## src/rtl/channel_err_inj_pkg.sv

```systemverilog
// Shared types and helpers for the channel error injector: injection mode
// encoding, the Galois LFSR tap mask and a population count used to tally
// flipped bits.
package chan_pkg;

    typedef enum logic [1:0] {
        CLEAN    = 2'd0,
        PERIODIC = 2'd1,
        BURST    = 2'd2,
        RANDOM   = 2'd3
    } mode_e;

    // Galois feedback mask for x^32 + x^22 + x^2 + x + 1 (right-shifting form).
    localparam logic [31:0] LFSR_TAPS = 32'h8020_0003;

    // Number of set bits in a vector of up to 64 bits (zero-extend narrower masks).
    function automatic logic [6:0] popcount(input logic [63:0] v);
        logic [6:0] n;
        n = '0;
        for (int i = 0; i < 64; i++) begin
            n = n + {6'd0, v[i]};
        end
        return n;
    endfunction

endpackage

```

## src/rtl/channel_err_inj_if.sv

```systemverilog
// Symbol stream between the encoder side and the decoder side of the channel.
// Handshake: valid only, no ready. A symbol is transferred on every rising
// clk edge where valid_i is high; the channel can never stall it, and the
// corresponding valid_o/sym_o/err_o appear exactly one cycle later.
interface channel_err_inj_if #(
    parameter int W = 2
) ();
    logic         valid_i;
    logic [W-1:0] sym_i;
    logic         valid_o;
    logic [W-1:0] sym_o;
    logic         err_o;

    // Producer/consumer side (encoder in, decoder out).
    modport master (
        output valid_i, sym_i,
        input  valid_o, sym_o, err_o
    );

    // The channel itself.
    modport slave (
        input  valid_i, sym_i,
        output valid_o, sym_o, err_o
    );
endinterface

```

## src/rtl/channel_err_inj_lfsr32.sv

```systemverilog
// 32-bit Galois LFSR. load (re)seeds it and wins over step; step advances
// it by one state. Reset also loads the seed so sequences are reproducible.
module lfsr32
    import chan_pkg::*;
(
    input  logic        clk,
    input  logic        rst,
    input  logic        load,
    input  logic        step,
    input  logic [31:0] seed,
    output logic [31:0] q
);

    logic [31:0] q_next;

    // Right shift; feed the tap mask back when the bit shifted out is 1.
    always_comb begin
        q_next = {1'b0, q[31:1]} ^ (q[0] ? LFSR_TAPS : 32'd0);
    end

    // State register: seed on reset or load, advance on step.
    always_ff @(posedge clk or negedge rst) begin
        if (!rst) begin
            q <= seed;
        end else if (load) begin
            q <= seed;
        end else if (step) begin
            q <= q_next;
        end
    end

endmodule

```

## src/rtl/channel_err_inj.sv

```systemverilog
// Channel model between convolutional encoder and Viterbi decoder. Each
// accepted symbol is forwarded one cycle later, optionally XORed with
// bit_mask_i according to the selected error pattern, and saturating
// counters track symbols carried and bits corrupted.
module channel_err_inj
    import chan_pkg::*;
#(
    parameter int          W         = 2,
    parameter int          PERIOD    = 8,
    parameter int          BURST_LEN = 2,
    parameter int          CNT_W     = 16,
    parameter logic [31:0] SEED      = 32'hACE1_2B3C
) (
    input  logic               clk,
    input  logic               rst,
    input  logic [1:0]         mode_i,
    input  logic [W-1:0]       bit_mask_i,
    input  logic [7:0]         thresh_i,
    input  logic               clr_i,
    channel_err_inj_if.slave   sif,
    output logic [CNT_W-1:0]   sym_ct_o,
    output logic [CNT_W-1:0]   bad_bit_ct_o
);

    // Parameter sanity: these make the pattern logic meaningless.
    if (W < 1 || W > 64) begin : g_err_w
        $error("channel_err_inj: W must be in 1..64");
    end
    if (PERIOD < 1) begin : g_err_period
        $error("channel_err_inj: PERIOD must be >= 1");
    end
    if (BURST_LEN < 1 || BURST_LEN > PERIOD) begin : g_err_burst
        $error("channel_err_inj: BURST_LEN must be in 1..PERIOD");
    end

    // An all-zero LFSR would lock up, so a zero seed is replaced by 1.
    localparam logic [31:0] SEED_EFF = (SEED == 32'd0) ? 32'd1 : SEED;
    localparam int          PW       = (PERIOD > 1) ? $clog2(PERIOD) : 1;
    // Sum width wide enough for counter + popcount without overflow.
    localparam int          SW       = ((CNT_W > 7) ? CNT_W : 7) + 1;
    localparam logic [SW-1:0] CNT_MAX   = (SW'(1) << CNT_W) - SW'(1);
    localparam logic [PW:0]   BURST_LIM = (PW + 1)'(BURST_LEN);
    localparam logic [PW-1:0] POS_LAST  = PW'(PERIOD - 1);

    mode_e          mode;
    logic           accept;
    logic [31:0]    lfsr_q;
    logic [PW-1:0]  pos;
    logic [PW-1:0]  pos_next;
    logic           corrupt;
    logic [W-1:0]   mask;
    logic [6:0]     flip_n;
    logic [SW-1:0]  sym_sum;
    logic [SW-1:0]  bad_sum;
    logic [CNT_W-1:0] sym_ct_next;
    logic [CNT_W-1:0] bad_ct_next;

    logic           valid_q;
    logic [W-1:0]   sym_q;
    logic           err_q;

    assign mode   = mode_e'(mode_i);
    // clr_i takes priority: a symbol in a clear cycle is passed but not accepted.
    assign accept = sif.valid_i & ~clr_i;

    lfsr32 u_lfsr (
        .clk  (clk),
        .rst  (rst),
        .load (clr_i),
        .step (accept),
        .seed (SEED_EFF),
        .q    (lfsr_q)
    );

    // Corruption decision from the current pos/LFSR, before they advance.
    always_comb begin
        corrupt = 1'b0;
        case (mode)
            CLEAN:    corrupt = 1'b0;
            PERIODIC: corrupt = (pos == '0);
            BURST:    corrupt = ({1'b0, pos} < BURST_LIM);
            RANDOM:   corrupt = (lfsr_q[7:0] < thresh_i);
            default:  corrupt = 1'b0;
        endcase
        mask = corrupt ? bit_mask_i : '0;
    end

    // Next position and saturating counter updates.
    always_comb begin
        pos_next    = (pos == POS_LAST) ? '0 : pos + PW'(1);
        flip_n      = popcount(64'(mask));
        sym_sum     = SW'(sym_ct_o) + SW'(1);
        bad_sum     = SW'(bad_bit_ct_o) + SW'(flip_n);
        sym_ct_next = (sym_sum > CNT_MAX) ? '1 : sym_sum[CNT_W-1:0];
        bad_ct_next = (bad_sum > CNT_MAX) ? '1 : bad_sum[CNT_W-1:0];
    end

    // Output register, position and statistics: clear beats accept, idle holds sym.
    always_ff @(posedge clk or negedge rst) begin
        if (!rst) begin
            valid_q      <= 1'b0;
            sym_q        <= '0;
            err_q        <= 1'b0;
            pos          <= '0;
            sym_ct_o     <= '0;
            bad_bit_ct_o <= '0;
        end else if (clr_i) begin
            valid_q      <= sif.valid_i;
            err_q        <= 1'b0;
            if (sif.valid_i) begin
                sym_q <= sif.sym_i;
            end
            pos          <= '0;
            sym_ct_o     <= '0;
            bad_bit_ct_o <= '0;
        end else if (sif.valid_i) begin
            valid_q      <= 1'b1;
            sym_q        <= sif.sym_i ^ mask;
            err_q        <= |mask;
            pos          <= pos_next;
            sym_ct_o     <= sym_ct_next;
            bad_bit_ct_o <= bad_ct_next;
        end else begin
            valid_q      <= 1'b0;
            err_q        <= 1'b0;
        end
    end

    assign sif.valid_o = valid_q;
    assign sif.sym_o   = sym_q;
    assign sif.err_o   = err_q;

endmodule

```

## src/flat_wrapper.sv

```systemverilog
// flat-port wrapper written by rule: the top's interface ports become plain ports
module channel_err_inj_flat import chan_pkg::*;
#(
    parameter int          W         = 2,
    parameter int          PERIOD    = 8,
    parameter int          BURST_LEN = 2,
    parameter int          CNT_W     = 16,
    parameter logic [31:0] SEED      = 32'hACE1_2B3C
)
  (clk, rst, mode_i, bit_mask_i, thresh_i, clr_i, sym_ct_o, bad_bit_ct_o, sif_valid_i, sif_sym_i, sif_valid_o, sif_sym_o, sif_err_o);
  channel_err_inj_if #(.W(W)) sif_i ();
  input  logic clk;
  input  logic rst;
  input  logic [1:0] mode_i;
  input  logic [W-1:0] bit_mask_i;
  input  logic [7:0] thresh_i;
  input  logic clr_i;
  output logic [CNT_W-1:0] sym_ct_o;
  output logic [CNT_W-1:0] bad_bit_ct_o;
  input wire logic [$bits(sif_i.valid_i)-1:0] sif_valid_i;
  input wire logic [$bits(sif_i.sym_i)-1:0] sif_sym_i;
  output wire logic [$bits(sif_i.valid_o)-1:0] sif_valid_o;
  output wire logic [$bits(sif_i.sym_o)-1:0] sif_sym_o;
  output wire logic [$bits(sif_i.err_o)-1:0] sif_err_o;
  assign sif_i.valid_i = sif_valid_i;
  assign sif_i.sym_i = sif_sym_i;
  assign sif_valid_o = sif_i.valid_o;
  assign sif_sym_o = sif_i.sym_o;
  assign sif_err_o = sif_i.err_o;
  channel_err_inj #(.W(W), .PERIOD(PERIOD), .BURST_LEN(BURST_LEN), .CNT_W(CNT_W), .SEED(SEED)) u_core (.clk(clk), .rst(rst), .mode_i(mode_i), .bit_mask_i(bit_mask_i), .thresh_i(thresh_i), .clr_i(clr_i), .sif(sif_i), .sym_ct_o(sym_ct_o), .bad_bit_ct_o(bad_bit_ct_o));
endmodule
```

## config.mk

```make
export PLATFORM = sky130hd
export DESIGN_NAME = channel_err_inj_flat
export DESIGN_NICKNAME = d
export VERILOG_FILES = /design/src/rtl/channel_err_inj_pkg.sv /design/src/rtl/channel_err_inj_if.sv /design/src/rtl/channel_err_inj_lfsr32.sv /design/src/rtl/channel_err_inj.sv /design/src/flat_wrapper.sv
export SDC_FILE = /design/constraint.sdc
export NUM_CORES = 1
export LEC_CHECK = 0
export ABC_AREA = 0
export BUFFER_PORTS_ARGS = -buffer_cell sky130_fd_sc_hd__buf_2
export CORE_MARGIN = 10
export CORE_UTILIZATION = 51
export DETAILED_ROUTE_END_ITERATION = 10
export GPL_TIMING_DRIVEN = 0
export PLACE_DENSITY_LB_ADDON = 0.2
export SYNTH_ARGS = -nofsm -noshare
export SYNTH_HDL_FRONTEND = slang
export SYNTH_SLANG_ARGS = --single-unit
export TNS_END_PERCENT = 50
```

## constraint.sdc

```tcl
create_clock -name clk -period 3.8 [get_ports clk]
set_clock_uncertainty 0.05 [all_clocks]
set_input_delay 0.76 -clock clk [delete_from_list [all_inputs] [get_ports clk]]
set_output_delay 0.76 -clock clk [all_outputs]
set_load 0.005 [all_outputs]
```

==> metrics.txt <==
dpl hpwl 6.54 mm; max_cap viols 0; hold path endpoint u_core.u_lfsr.q[24]$_DFFE_PN0P_; R2R Setup Slk between 200 and 250 ps; final net count 478; 1st-pass router iterations 4; initial DRC count approximately 180; met2 GRT Util a little over a quarter; total CTS buffers 9; CTS Sinks 71; Max-Slew Margin vs Limit between 40% and 50%; Clock Pin Slew Worst Setup and Hold Paths 80 ps; Worst setup EP type register; mean post-synth cell area around 10 µm²; cell count after placement 530; fin crit period around 3600 ps; Final Max Slew Viols 0; TritonCTS clock tree yes; IO Pins 54; Hold Vio Cnt, Final 0; layout cells sized above 1 a little under a quarter; WL final around 9.4 mm; top post-synthesis cells by count 55 x dfrtp_1, 50 x nor2_1, 20 x mux2i_1, 18 x inv_1; Syn Inst Count around 380; synthesized cell area 0.00379 mm²; final global-route overflow total 0; Final Util between 60% and 70%; antenna diode instance count 0; setup TNS 0 ps; fin crit share between 90% and 100%; startpoint types input port; Yosys cell types 47; Slowest-stage cell, CP or4_4; kind of critical path input port to register; worst reg2reg path depth 15; global-route usage over all layers ~17%; first-pass GRT wire length roughly 16 mm; average wire per standard cell 17.2 µm; Hold Path Depth 2; Max Clock Freq between 200 and 300 MHz; die area about 0.011 mm²; DRC viols 0; most common cell in the netlist dfrtp_1; vias in the first global route between 2,000 and 3,000; Placer Congestion about 0.81; slew at the pin closest to its max-slew limit about 880 ps; Top Family by Delay on Critical Path simple AND/OR/NAND/NOR gates; top cell type's share of synthesized area 36.3%; Clock Latency Late Sink ~340 ps; CP Buf/Inv Count 5; CTS Buffer Depth 2; Worst Path Max Fanout 9; CTS Hold Bufs 0; clock root cell clkbuf_8; Worst VDD drop about 180 µV; crit-path cells buf_2, inv_1, ha_1, a211oi_1, o21ai_1, a211oi_2, o21ai_2, inv_1, ha_1, ha_2, fa_2, nand4_4, or4_4, buf_6, clkinv_4, nor4b_2, nor4_2; Top Usage Layer GRT met2; P_leak 2.10 nW; total power around 1.6 mW; total vias in the final route roughly 3,200; final setup vio count 0; post-synth top area cell dfrtp_1; Finished Layout Cells ~550; number of core rows 31; Reg-to-Reg End u_core.bad_bit_ct_o[11]$_DFFE_PN0P_; # fillers 639; outcome finished clean; min-delay src u_core.u_lfsr.q[24]$_DFFE_PN0P_; delay of the slowest cell on the worst path slightly above 500 ps; Die H roughly 110 µm; ys flop type dfrtp_1; CORE AREA roughly 0.0073 mm²; Seq/Total Area, Yosys between 40% and 50%; Synth async-reset ratio 100%; reg2reg start u_core.u_lfsr.q[2]$_DFFE_PN1P_; initial core utilization a little over half; global routing met1 resource utilization approximately 23%; initial antenna violation count 0; Crit path required time 3980 ps; Post-synth EDFFs 0; Critical Path AT between 3000 and 4000 ps; Die X 106 µm; met3 Usage GRT ~3.5%; Synth Warn # 0; Synth area leaders dfrtp_1 36%, dfstp_2 11%, ha_1 5.3%, mux2i_1 5.3%, nor2_1 4.9%; Post-DRT Antenna Nets 0; syn nets just over 400; area grow syn2layout 15.9%; IO Port Bufs 52; vias per cell roughly 5.8; Hold Path Class register to register; PwrDens between 300 and 400 mW/mm²; # H-tree levels 3; #FFs+latches synth 71; largest net degree at the start of global routing slightly above 70
==> registers in the layout, indices dropped and copies added, names as in the netlist <==
name,flops
u_core.bad_bit_ct_o,16
u_core.pos,3
u_core.sif.err_o,1
u_core.sif.sym_o,2
u_core.sif.valid_o,1
u_core.sym_ct_o,16
u_core.u_lfsr.q,32
==> worst min-delay path: stages (launching register included) <==
cell	delay, ps
dfrtp_1	340
mux2i_1	60
nor2_1	70
==> where the power goes <==
group	internal [mW]	switching, mW
registers	0.798	0.0256
logic	0.0744	0.109
clock network	0.319	0.285
==> placed cells by master (no fill, tap or decap), drive strengths merged, types with 2 or more instances in the layout <==
cell	instances
a211oi	14
clkbuf	25
inv	18
a211o	15
a21o	2
and3	8
a41o	3
and2	16
nor2	50
buf	63
nor4	4
nor2b	5
nand3	14
nand2	14
nand3b	4
a31oi	7
o21ai	11
o21bai	4
a21oi	13
ha	16
clkinv	4
dfrtp	55
a41oi	4
a311oi	8
nand4	7
mux2i	20
dfstp	16
and4	4
xnor2	4
or2	2
nor3	9
==> cells by family (layout without fill, tap and decap cells) <==
kind of cell               count (synthesis)  in the layout  synth area share, %
muxes                                     20             20                 5.28
adders and majority gates                 17             17                 5.80
and+or+nand+nor                          142            142                 20.1
xor gates and xnor gates                   5              5                 1.15
DFF                                       71             71                 47.3
AOI/OAI and AO/OA                         82             82                 15.7
buffers and inverters                     42            111                 4.65
==> stage by stage <==
step	hold slack (ps)	worst slack (ps)	cell area, µm²
final	463	191	4400
after global routing	490	-2.64	4400
after CTS	469	63.2	4380
after detailed placement	453	-549	4180
after global placement	444	-495	4180
after floorplan	414	100	3790
==> what timing repair did <==
action | 4_1_cts | 5_1_grt
resized for setup | 5 | 3
setup buffers | 0 | 1
pin swaps | 0 | 2
setup endpoints to repair | 9 | 6
==> layer usage <==
| layer | up-vias | part of all wire [%] |
|---|---|---|
| met3 | 9 | 5.6 |
| met5 | - | 0 |
| met1 | 1546 | 46 |
| met4 | 0 | 0.86 |
| met2 | 100 | 48 |
| li1 | 1496 | - |
==> worst max path at each step <==
stage	from	end	cells past startpoint
floorplan	thresh_i[2]	u_core.bad_bit_ct_o[11]$_DFFE_PN0P_	16
global placement	thresh_i[2]	u_core.bad_bit_ct_o[11]$_DFFE_PN0P_	17
detailed placement	thresh_i[2]	u_core.bad_bit_ct_o[11]$_DFFE_PN0P_	17
CTS	thresh_i[2]	u_core.bad_bit_ct_o[11]$_DFFE_PN0P_	17
global route	thresh_i[2]	u_core.bad_bit_ct_o[11]$_DFFE_PN0P_	17
finish	thresh_i[2]	u_core.bad_bit_ct_o[11]$_DFFE_PN0P_	17
==> cell type report <==
class,instances,area [µm²],area share [%]
inverter,19,76.3,1.74
multi-input combinational,266,1840,41.8
tap,99,124,2.82
clock inverter,4,45.0,1.02
timing repair buffer,53,270,6.15
sequential,71,1800,40.9
buffer,23,100,2.28
clock buffer,12,145,3.30
(Power assumes the default switching activity.)
